$ cat src/rtl/jtag_tap_controller_pkg.sv
// Shared definitions for the lpGBT CSM JTAG TAP: state encodings,
// data-register selection and default opcodes.
package jtag_tap_controller_pkg;

    typedef enum logic [3:0] {
        STATE_EX2_DR  = 4'h0,
        STATE_EX1_DR  = 4'h1,
        STATE_SH_DR   = 4'h2,
        STATE_PAU_DR  = 4'h3,
        STATE_SEL_IR  = 4'h4,
        STATE_UPD_DR  = 4'h5,
        STATE_CAP_DR  = 4'h6,
        STATE_SEL_DR  = 4'h7,
        STATE_EX2_IR  = 4'h8,
        STATE_EX1_IR  = 4'h9,
        STATE_SH_IR   = 4'hA,
        STATE_PAU_IR  = 4'hB,
        STATE_RTI     = 4'hC,
        STATE_UPD_IR  = 4'hD,
        STATE_CAP_IR  = 4'hE,
        STATE_TLR     = 4'hF
    } tap_state_e;

    typedef enum logic [1:0] {
        DR_BYPASS,
        DR_IDCODE,
        DR_USER
    } dr_sel_e;

    // Low bits loaded into the IR shift register in Capture-IR; upper bits are zero.
    localparam logic [1:0]  IR_CAPTURE_LSBS      = 2'b01;
    localparam logic [31:0] DEFAULT_IDCODE_VALUE = 32'h1000_0001;
    localparam logic [3:0]  DEFAULT_IDCODE_INST  = 4'b0001;
    localparam logic [3:0]  DEFAULT_USER_INST    = 4'b0010;

endpackage

$ cat src/rtl/jtag_tap_fsm_n.sv
// 16-state IEEE 1149.1 TAP state tracker with active-low asynchronous reset.
module jtag_tap_fsm_n
    import jtag_tap_controller_pkg::*;
(
    input  logic       tck,
    input  logic       rst_n,
    input  logic       tms,
    output logic [3:0] state
);

    tap_state_e state_q, state_d;

    always_ff @(posedge tck or negedge rst_n) begin
        if (!rst_n) begin
            state_q <= STATE_TLR;
        end else begin
            state_q <= state_d;
        end
    end

    always_comb begin
        state_d = STATE_TLR;
        case (state_q)
            STATE_TLR:    state_d = tms ? STATE_TLR    : STATE_RTI;
            STATE_RTI:    state_d = tms ? STATE_SEL_DR : STATE_RTI;
            STATE_SEL_DR: state_d = tms ? STATE_SEL_IR : STATE_CAP_DR;
            STATE_CAP_DR: state_d = tms ? STATE_EX1_DR : STATE_SH_DR;
            STATE_SH_DR:  state_d = tms ? STATE_EX1_DR : STATE_SH_DR;
            STATE_EX1_DR: state_d = tms ? STATE_UPD_DR : STATE_PAU_DR;
            STATE_PAU_DR: state_d = tms ? STATE_EX2_DR : STATE_PAU_DR;
            STATE_EX2_DR: state_d = tms ? STATE_UPD_DR : STATE_SH_DR;
            STATE_UPD_DR: state_d = tms ? STATE_SEL_DR : STATE_RTI;
            STATE_SEL_IR: state_d = tms ? STATE_TLR    : STATE_CAP_IR;
            STATE_CAP_IR: state_d = tms ? STATE_EX1_IR : STATE_SH_IR;
            STATE_SH_IR:  state_d = tms ? STATE_EX1_IR : STATE_SH_IR;
            STATE_EX1_IR: state_d = tms ? STATE_UPD_IR : STATE_PAU_IR;
            STATE_PAU_IR: state_d = tms ? STATE_EX2_IR : STATE_PAU_IR;
            STATE_EX2_IR: state_d = tms ? STATE_UPD_IR : STATE_SH_IR;
            STATE_UPD_IR: state_d = tms ? STATE_SEL_DR : STATE_RTI;
            default:      state_d = STATE_TLR;
        endcase
    end

    always_comb begin
        state = state_q;
    end

endmodule

$ cat src/rtl/jtag_tap_controller.sv
// IEEE 1149.1 TAP controller: IR, BYPASS, IDCODE and one user DR with
// parallel capture/update towards the chip-configuration banks.
module jtag_tap_controller
    import jtag_tap_controller_pkg::*;
#(
    parameter int unsigned             IR_WIDTH     = 4,
    parameter int unsigned             DR_WIDTH     = 32,
    parameter logic [31:0]             IDCODE_VALUE = DEFAULT_IDCODE_VALUE,
    parameter logic [IR_WIDTH-1:0]     IDCODE_INST  = IR_WIDTH'(DEFAULT_IDCODE_INST),
    parameter logic [IR_WIDTH-1:0]     USER_INST    = IR_WIDTH'(DEFAULT_USER_INST),
    parameter logic [IR_WIDTH-1:0]     BYPASS_INST  = '1
) (
    input  logic                tck,
    input  logic                rst_n,
    input  logic                tms,
    input  logic                tdi,
    output logic                tdo,
    output logic                tdo_en,
    output logic [3:0]          state,
    output logic [IR_WIDTH-1:0] ir,
    input  logic [DR_WIDTH-1:0] dr_capture_data,
    output logic [DR_WIDTH-1:0] dr_update_data,
    output logic                dr_update
);

    localparam logic [IR_WIDTH-1:0] IR_CAPTURE = IR_WIDTH'(IR_CAPTURE_LSBS);

    logic [3:0]          state_w;
    tap_state_e          cur;
    dr_sel_e             dr_sel;
    logic                dr_lsb;

    logic [IR_WIDTH-1:0] ir_q;
    logic [IR_WIDTH-1:0] ir_shift_q;
    logic                bypass_q;
    logic [31:0]         idcode_q;
    logic [DR_WIDTH-1:0] user_q;
    logic [DR_WIDTH-1:0] dr_update_data_q;
    logic                dr_update_q;
    logic                tdo_q;
    logic                tdo_en_q;

    jtag_tap_fsm_n u_fsm (
        .tck   (tck),
        .rst_n (rst_n),
        .tms   (tms),
        .state (state_w)
    );

    assign cur = tap_state_e'(state_w);

    // BYPASS wins if opcodes ever collide; undefined opcodes also fall to bypass.
    always_comb begin
        dr_sel = DR_BYPASS;
        if (ir_q == BYPASS_INST) begin
            dr_sel = DR_BYPASS;
        end else if (ir_q == IDCODE_INST) begin
            dr_sel = DR_IDCODE;
        end else if (ir_q == USER_INST) begin
            dr_sel = DR_USER;
        end
    end

    always_comb begin
        dr_lsb = bypass_q;
        case (dr_sel)
            DR_IDCODE: dr_lsb = idcode_q[0];
            DR_USER:   dr_lsb = user_q[0];
            default:   dr_lsb = bypass_q;
        endcase
    end

    always_ff @(posedge tck or negedge rst_n) begin
        if (!rst_n) begin
            ir_q             <= IDCODE_INST;
            ir_shift_q       <= '0;
            bypass_q         <= 1'b0;
            idcode_q         <= '0;
            user_q           <= '0;
            dr_update_data_q <= '0;
            dr_update_q      <= 1'b0;
        end else begin
            dr_update_q <= 1'b0;
            case (cur)
                STATE_CAP_IR: ir_shift_q <= IR_CAPTURE;
                STATE_SH_IR:  ir_shift_q <= {tdi, ir_shift_q[IR_WIDTH-1:1]};
                STATE_UPD_IR: ir_q       <= ir_shift_q;
                STATE_CAP_DR: begin
                    bypass_q <= 1'b0;
                    idcode_q <= IDCODE_VALUE;
                    user_q   <= dr_capture_data;
                end
                STATE_SH_DR: begin
                    case (dr_sel)
                        DR_IDCODE: idcode_q <= {tdi, idcode_q[31:1]};
                        // Shift form stays legal for a 1-bit user register.
                        DR_USER:   user_q   <= (user_q >> 1) | (DR_WIDTH'(tdi) << (DR_WIDTH - 1));
                        default:   bypass_q <= tdi;
                    endcase
                end
                STATE_UPD_DR: begin
                    if (ir_q == USER_INST) begin
                        dr_update_data_q <= user_q;
                        dr_update_q      <= 1'b1;
                    end
                end
                default: ;
            endcase
            // Edges that land in Test-Logic-Reset restore the IDCODE instruction.
            if (tms && (cur == STATE_TLR || cur == STATE_SEL_IR)) begin
                ir_q <= IDCODE_INST;
            end
        end
    end

    always_ff @(negedge tck or negedge rst_n) begin
        if (!rst_n) begin
            tdo_q    <= 1'b0;
            tdo_en_q <= 1'b0;
        end else begin
            case (cur)
                STATE_SH_IR: begin
                    tdo_q    <= ir_shift_q[0];
                    tdo_en_q <= 1'b1;
                end
                STATE_SH_DR: begin
                    tdo_q    <= dr_lsb;
                    tdo_en_q <= 1'b1;
                end
                default: begin
                    tdo_q    <= 1'b0;
                    tdo_en_q <= 1'b0;
                end
            endcase
        end
    end

    assign state          = state_w;
    assign ir             = ir_q;
    assign tdo            = tdo_q;
    assign tdo_en         = tdo_en_q;
    assign dr_update_data = dr_update_data_q;
    assign dr_update      = dr_update_q;

endmodule

$ cat config.mk
export PLATFORM = sky130hd
export DESIGN_NAME = jtag_tap_controller
export DESIGN_NICKNAME = d
export VERILOG_FILES = /design/src/rtl/jtag_tap_controller_pkg.sv /design/src/rtl/jtag_tap_fsm_n.sv /design/src/rtl/jtag_tap_controller.sv
export SDC_FILE = /design/constraint.sdc
export NUM_CORES = 1
export LEC_CHECK = 0
export ABC_AREA = 1
export BUFFER_PORTS_ARGS = -buffer_cell sky130_fd_sc_hd__buf_2
export CORE_MARGIN = 2
export CORE_UTILIZATION = 30
export CTS_CLUSTER_DIAMETER = 150
export CTS_CLUSTER_SIZE = 12
export DETAILED_ROUTE_END_ITERATION = 6
export HOLD_SLACK_MARGIN = 0.15
export SLEW_MARGIN = 25
export SYNTH_ARGS = -nofsm -noshare
export SYNTH_HDL_FRONTEND = slang
export SYNTH_SLANG_ARGS = --single-unit
export TNS_END_PERCENT = 10
$ cat constraint.sdc
create_clock -name tck -period 2.52 [get_ports tck]
set_input_delay 0 -clock tck [delete_from_list [all_inputs] [get_ports tck]]
set_output_delay 0 -clock tck [all_outputs]
set_load 0.1 [all_outputs]
# == After elaboration in Yosys (flattened, before gate mapping) ==
# Cells that the tools add are included.
# totals
ff_bits,112
in_bits,36
output_inout_bits,43
word_cells,79
# op_classes
n_eq_ne,23
mux,30
bitwise,1
reduce_logical,15
# op_table
operator,count
$pmux W32 S2,2
$mux W32,2
$pmux W4 S12,1
$eq A4 B4 Y1 const B,9
$or A31 B32 Y32,1
$mux W2,9
$eq A4 B3 Y1 const B,4
$eq A4 B2 Y1 const B,3
$mux W3,4
$mux W4,3
$eq A4 B1 Y1 const B,2
$pmux W4 S2,1
$reduce_and A2 Y1,4
$reduce_or A2 Y1,4
$ne A2 B2 Y1 const B,3
$pmux W1 S2,3
$reduce_bool A2 Y1,3
$mux W1,5
$logic_not A4 Y1,1
$reduce_or A3 Y1,1
$eq A2 B1 Y1 const B,1
$eq A2 B2 Y1 const B,1
$logic_and A1 B1 Y1,1
$logic_or A1 B1 Y1,1

# == Longest topological paths before layout ==
# logic_depth
word_depth,8
mapped_depth,10
ltp_nobuf,9

# == Hierarchy ==
# A second synthesis with hierarchy kept.
# unflattened
cells_unflattened,613
area_unflattened_um2,4974.8
# by_module_without_submodules
mod,instances,cells_each,area_each_um2,seq_area_each_um2
jtag_tap_controller,1,566,4684.5,2703.8
jtag_tap_fsm_n,1,47,290.3,105.1

==> run_results.csv <==
group,metric,value,unit
run_status,status,"finished with violations",
run_status,violations,"setup timing",
timing,fin_worst_skew,0.00798,ns
clocking,clock-root-buffer,"clkbuf_16",
worst_setup_path,crit_chain,"inv_4 > nor3_4 > ha_4 > nand3b_1 > nand3_1 > o21ai_1",
logic_synthesis,ys.flop_type,"dfrtp_1",
logic_synthesis,yosysTopAreaCell,"dfrtp_1",
floorplanning,io_pins,79,
placed_design,portBuffers,78,
timing,finalHoldViolCount,0,
placed_design,gp_congestion,0.821,
grt,grt_pass1_vias,4466,
clocking,htree_levels,3,
timing,worst_pin_slew,0.644,ns
clocking,cts_buffers,9,
timing,setup_violations,1,
timing,final.setup.worst_slack,-0.297,ns
power_and_ir_drop,finalPower,7.21,mW
final_layout,syn_to_final_growth,27.0,%
logic_synthesis,async_flop_share,1.00,
hold_path,min_path_type,"in2async",
floorplanning,core_area,17400,um^2
worst_setup_path,crit_type,"reg2reg",
power_and_ir_drop,ir_drop,0.878,mV
routing,finalWirelength,13500,um
worst_setup_path,cp_data_required_time,1.46,ns
grt,overflow,0,
clocking,clock_latency,0.36,ns
floorplanning,start_util,0.307,
power_and_ir_drop,p_per_area,1070,nW/um^2
logic_synthesis,ys_types,25,
grt,grt_usage,0.150,
worst_setup_path,max_stage_delay,0.63,ns
final_layout,antenna_cells,0,
routing,num_vias,4716,
logic_synthesis,syn_inst,709,
worst_setup_path,slowest_stage,"dfstp_4",
logic_synthesis,synth_top_area_frac,0.493,
timing,rsz0062_at_grt,"true",
worst_setup_path,critPathBufInv,1,
logic_synthesis,avgSynthCellArea,7.52,um^2
placed_design,dp_hpwl,8220,um
grt,grt_antenna_before_repair,0,
logic_synthesis,synth_seq_cells,112,
logic_synthesis,yosysWarningCount,0,
timing,slew-limit-headroom,0.569,
logic_synthesis,syn_area,5330,um^2
timing,drv_slew,0,
worst_setup_path,cp_top_family,"flip-flops",
logic_synthesis,yosys-top-cells-area,"dfrtp_1 (49%), nand2_1 (23%), nand3_1 (9.8%), inv_1 (3.7%), nor2_1 (2.9%)",
final_layout,drive_gt1_frac,0.173,
routing,firstDrtPassIters,5,
routing,drc,0,
worst_setup_path,startpoint_type,"flop",
floorplanning,die_w,137,um
final_layout,final_net_count,859,
clocking,cts_tree,"built",
worst_setup_path,arrival,1.76,ns
floorplanning,die_area,18800,um^2
routing,detail-route-antenna-nets,0,
run,maxCapViolCount,0,
floorplanning,rows,48,
logic_synthesis,ys_seq_area_frac,0.527,
power_and_ir_drop,leakage,3.72,nW
timing,finalSetupTns,-0.297,ns
routing,drt_iter0_markers,302,
grt,grt_max_degree,100,
worst_setup_path,cp_max_fo,3,
clocking,clk_path_buf_depth,2,
clocking,cts.sinks,112,
worst_setup_path,end_kind,"flop",
grt,grt_pass1_wl,22400,um
logic_synthesis,syn_nets,747,
clocking,clk_pin_slew,0.07,ns
logic_synthesis,synth_edf_count,0,
floorplanning,die_h,137,um
clocking,cts_setup_buffers,0,
routing,via_per_inst,4.49,
routing,wl_per_cell,12.9,um
[worst reg2reg max path, delay by kind of cell (launching register included)]
kind | cells | cell delay (ns)
AOI/OAI and AO/OA | 1 | 0.06
and+or+nand+nor | 3 | 0.45
buffers and inverters | 1 | 0.04
DFF | 1 | 0.63
adders and majority gates | 1 | 0.24
[sequential cells by signal, summed over array words and instances (netlist names), 4 cells and up]
name	count
u_fsm.state	4
ir_shift_q	4
ir	4
dr_update_data	32
idcode_q	32
user_q	32
[synth_stat cells (2+ instances only)]
master / n
nand4_1: 2
o21ai_0: 3
o22ai_1: 2
a21oi_1: 2
buf_2: 17
nand3_1: 104
ha_1: 2
inv_2: 3
nand3_2: 2
dfstp_2: 5
clkbuf_1: 12
nand2_2: 3
nand3b_1: 3
dfrtn_1: 2
buf_1: 3
inv_1: 53
buf_4: 6
nor2_1: 41
dfrtp_1: 105
nand2_1: 333
o211ai_1: 2
[metal layers]
metal  GRT usage  share of wire  up-vias
li1            -              -     2418
met1       0.201           0.48     2177
met2       0.243           0.46      109
met3      0.0357          0.046       12
met4      0.0378          0.011        0
met5           0              0        -
[power breakdown]
group	switching [mW]	leakage [nW]	internal [mW]
clock network	0.660	0.156	0.900
logic	2.15	2.09	0.884
registers	0.342	1.47	2.28
total	3.15	3.72	4.06
[cell usage in the layout, fill, tap and decap left out, types with 4 or more instances in the layout]
master	n
nand2_1	332
nand3_1	104
dfrtp_1	102
buf_2	76
inv_1	50
nor2_1	40
dlygate4sd3_1	37
buf_4	23
clkbuf_16	9
inv_2	5
nand2_2	4
[cells by family after synthesis]
group	after synthesis	share of synthesized area
compound gates	9	0.00986
fa+ha+maj	2	0.00470
buf+inv	95	0.0765
flops	112	0.527
simple gates	491	0.382
[final cells by class]
cell class | instances | area [um^2]
clock buffer | 11 | 243
clock inverter | 4 | 77.6
fill | 1772 | 10600
inverter | 56 | 213
multi-input combinational | 502 | 2140
sequential | 112 | 2830
tap | 225 | 282
timing repair buffer | 140 | 982
[final timing paths]
path | start | to | slack (ns) | cells past startpoint
worst max-delay path | ir[0] | tdo | -0.30 | 6
worst min-delay path | rst_n | u_fsm.state[1] | 0.21 | 2
worst max register to register | ir[0] | tdo | -0.30 | 6
worst min register to register | dr_update_data[13] | dr_update_data[13] | 0.47 | 2
max in group asynchronous | rst_n | tdo | 1.18 | 2
min in group tck | dr_capture_data[24] | user_q[24] | 0.46 | 6
[per-stage QoR]
step                      worst slack, ns  hold WS [ns]  area (um^2)  instances  utilization
after floorplan                    -0.402        -0.296         5360        709            -
after global placement             -0.239        -0.128         6050        998        0.348
after detailed placement           -0.304        -0.127         6050        998        0.348
after CTS                          -0.308         0.219         6740       1050        0.389
after global routing               -0.374         0.223         6770       1050        0.390
final                              -0.297         0.214         6770       1050        0.390
[what timing repair did]
action | CTS | global route
pin swaps | 1 | 2
hold endpoints to repair | 151 | 0
endpoints found under the setup margin | 1 | 3
gates resized for setup | 1 | 5
hold buffers | 37 | 0
Note: power is estimated with default switching activity, not from simulation.
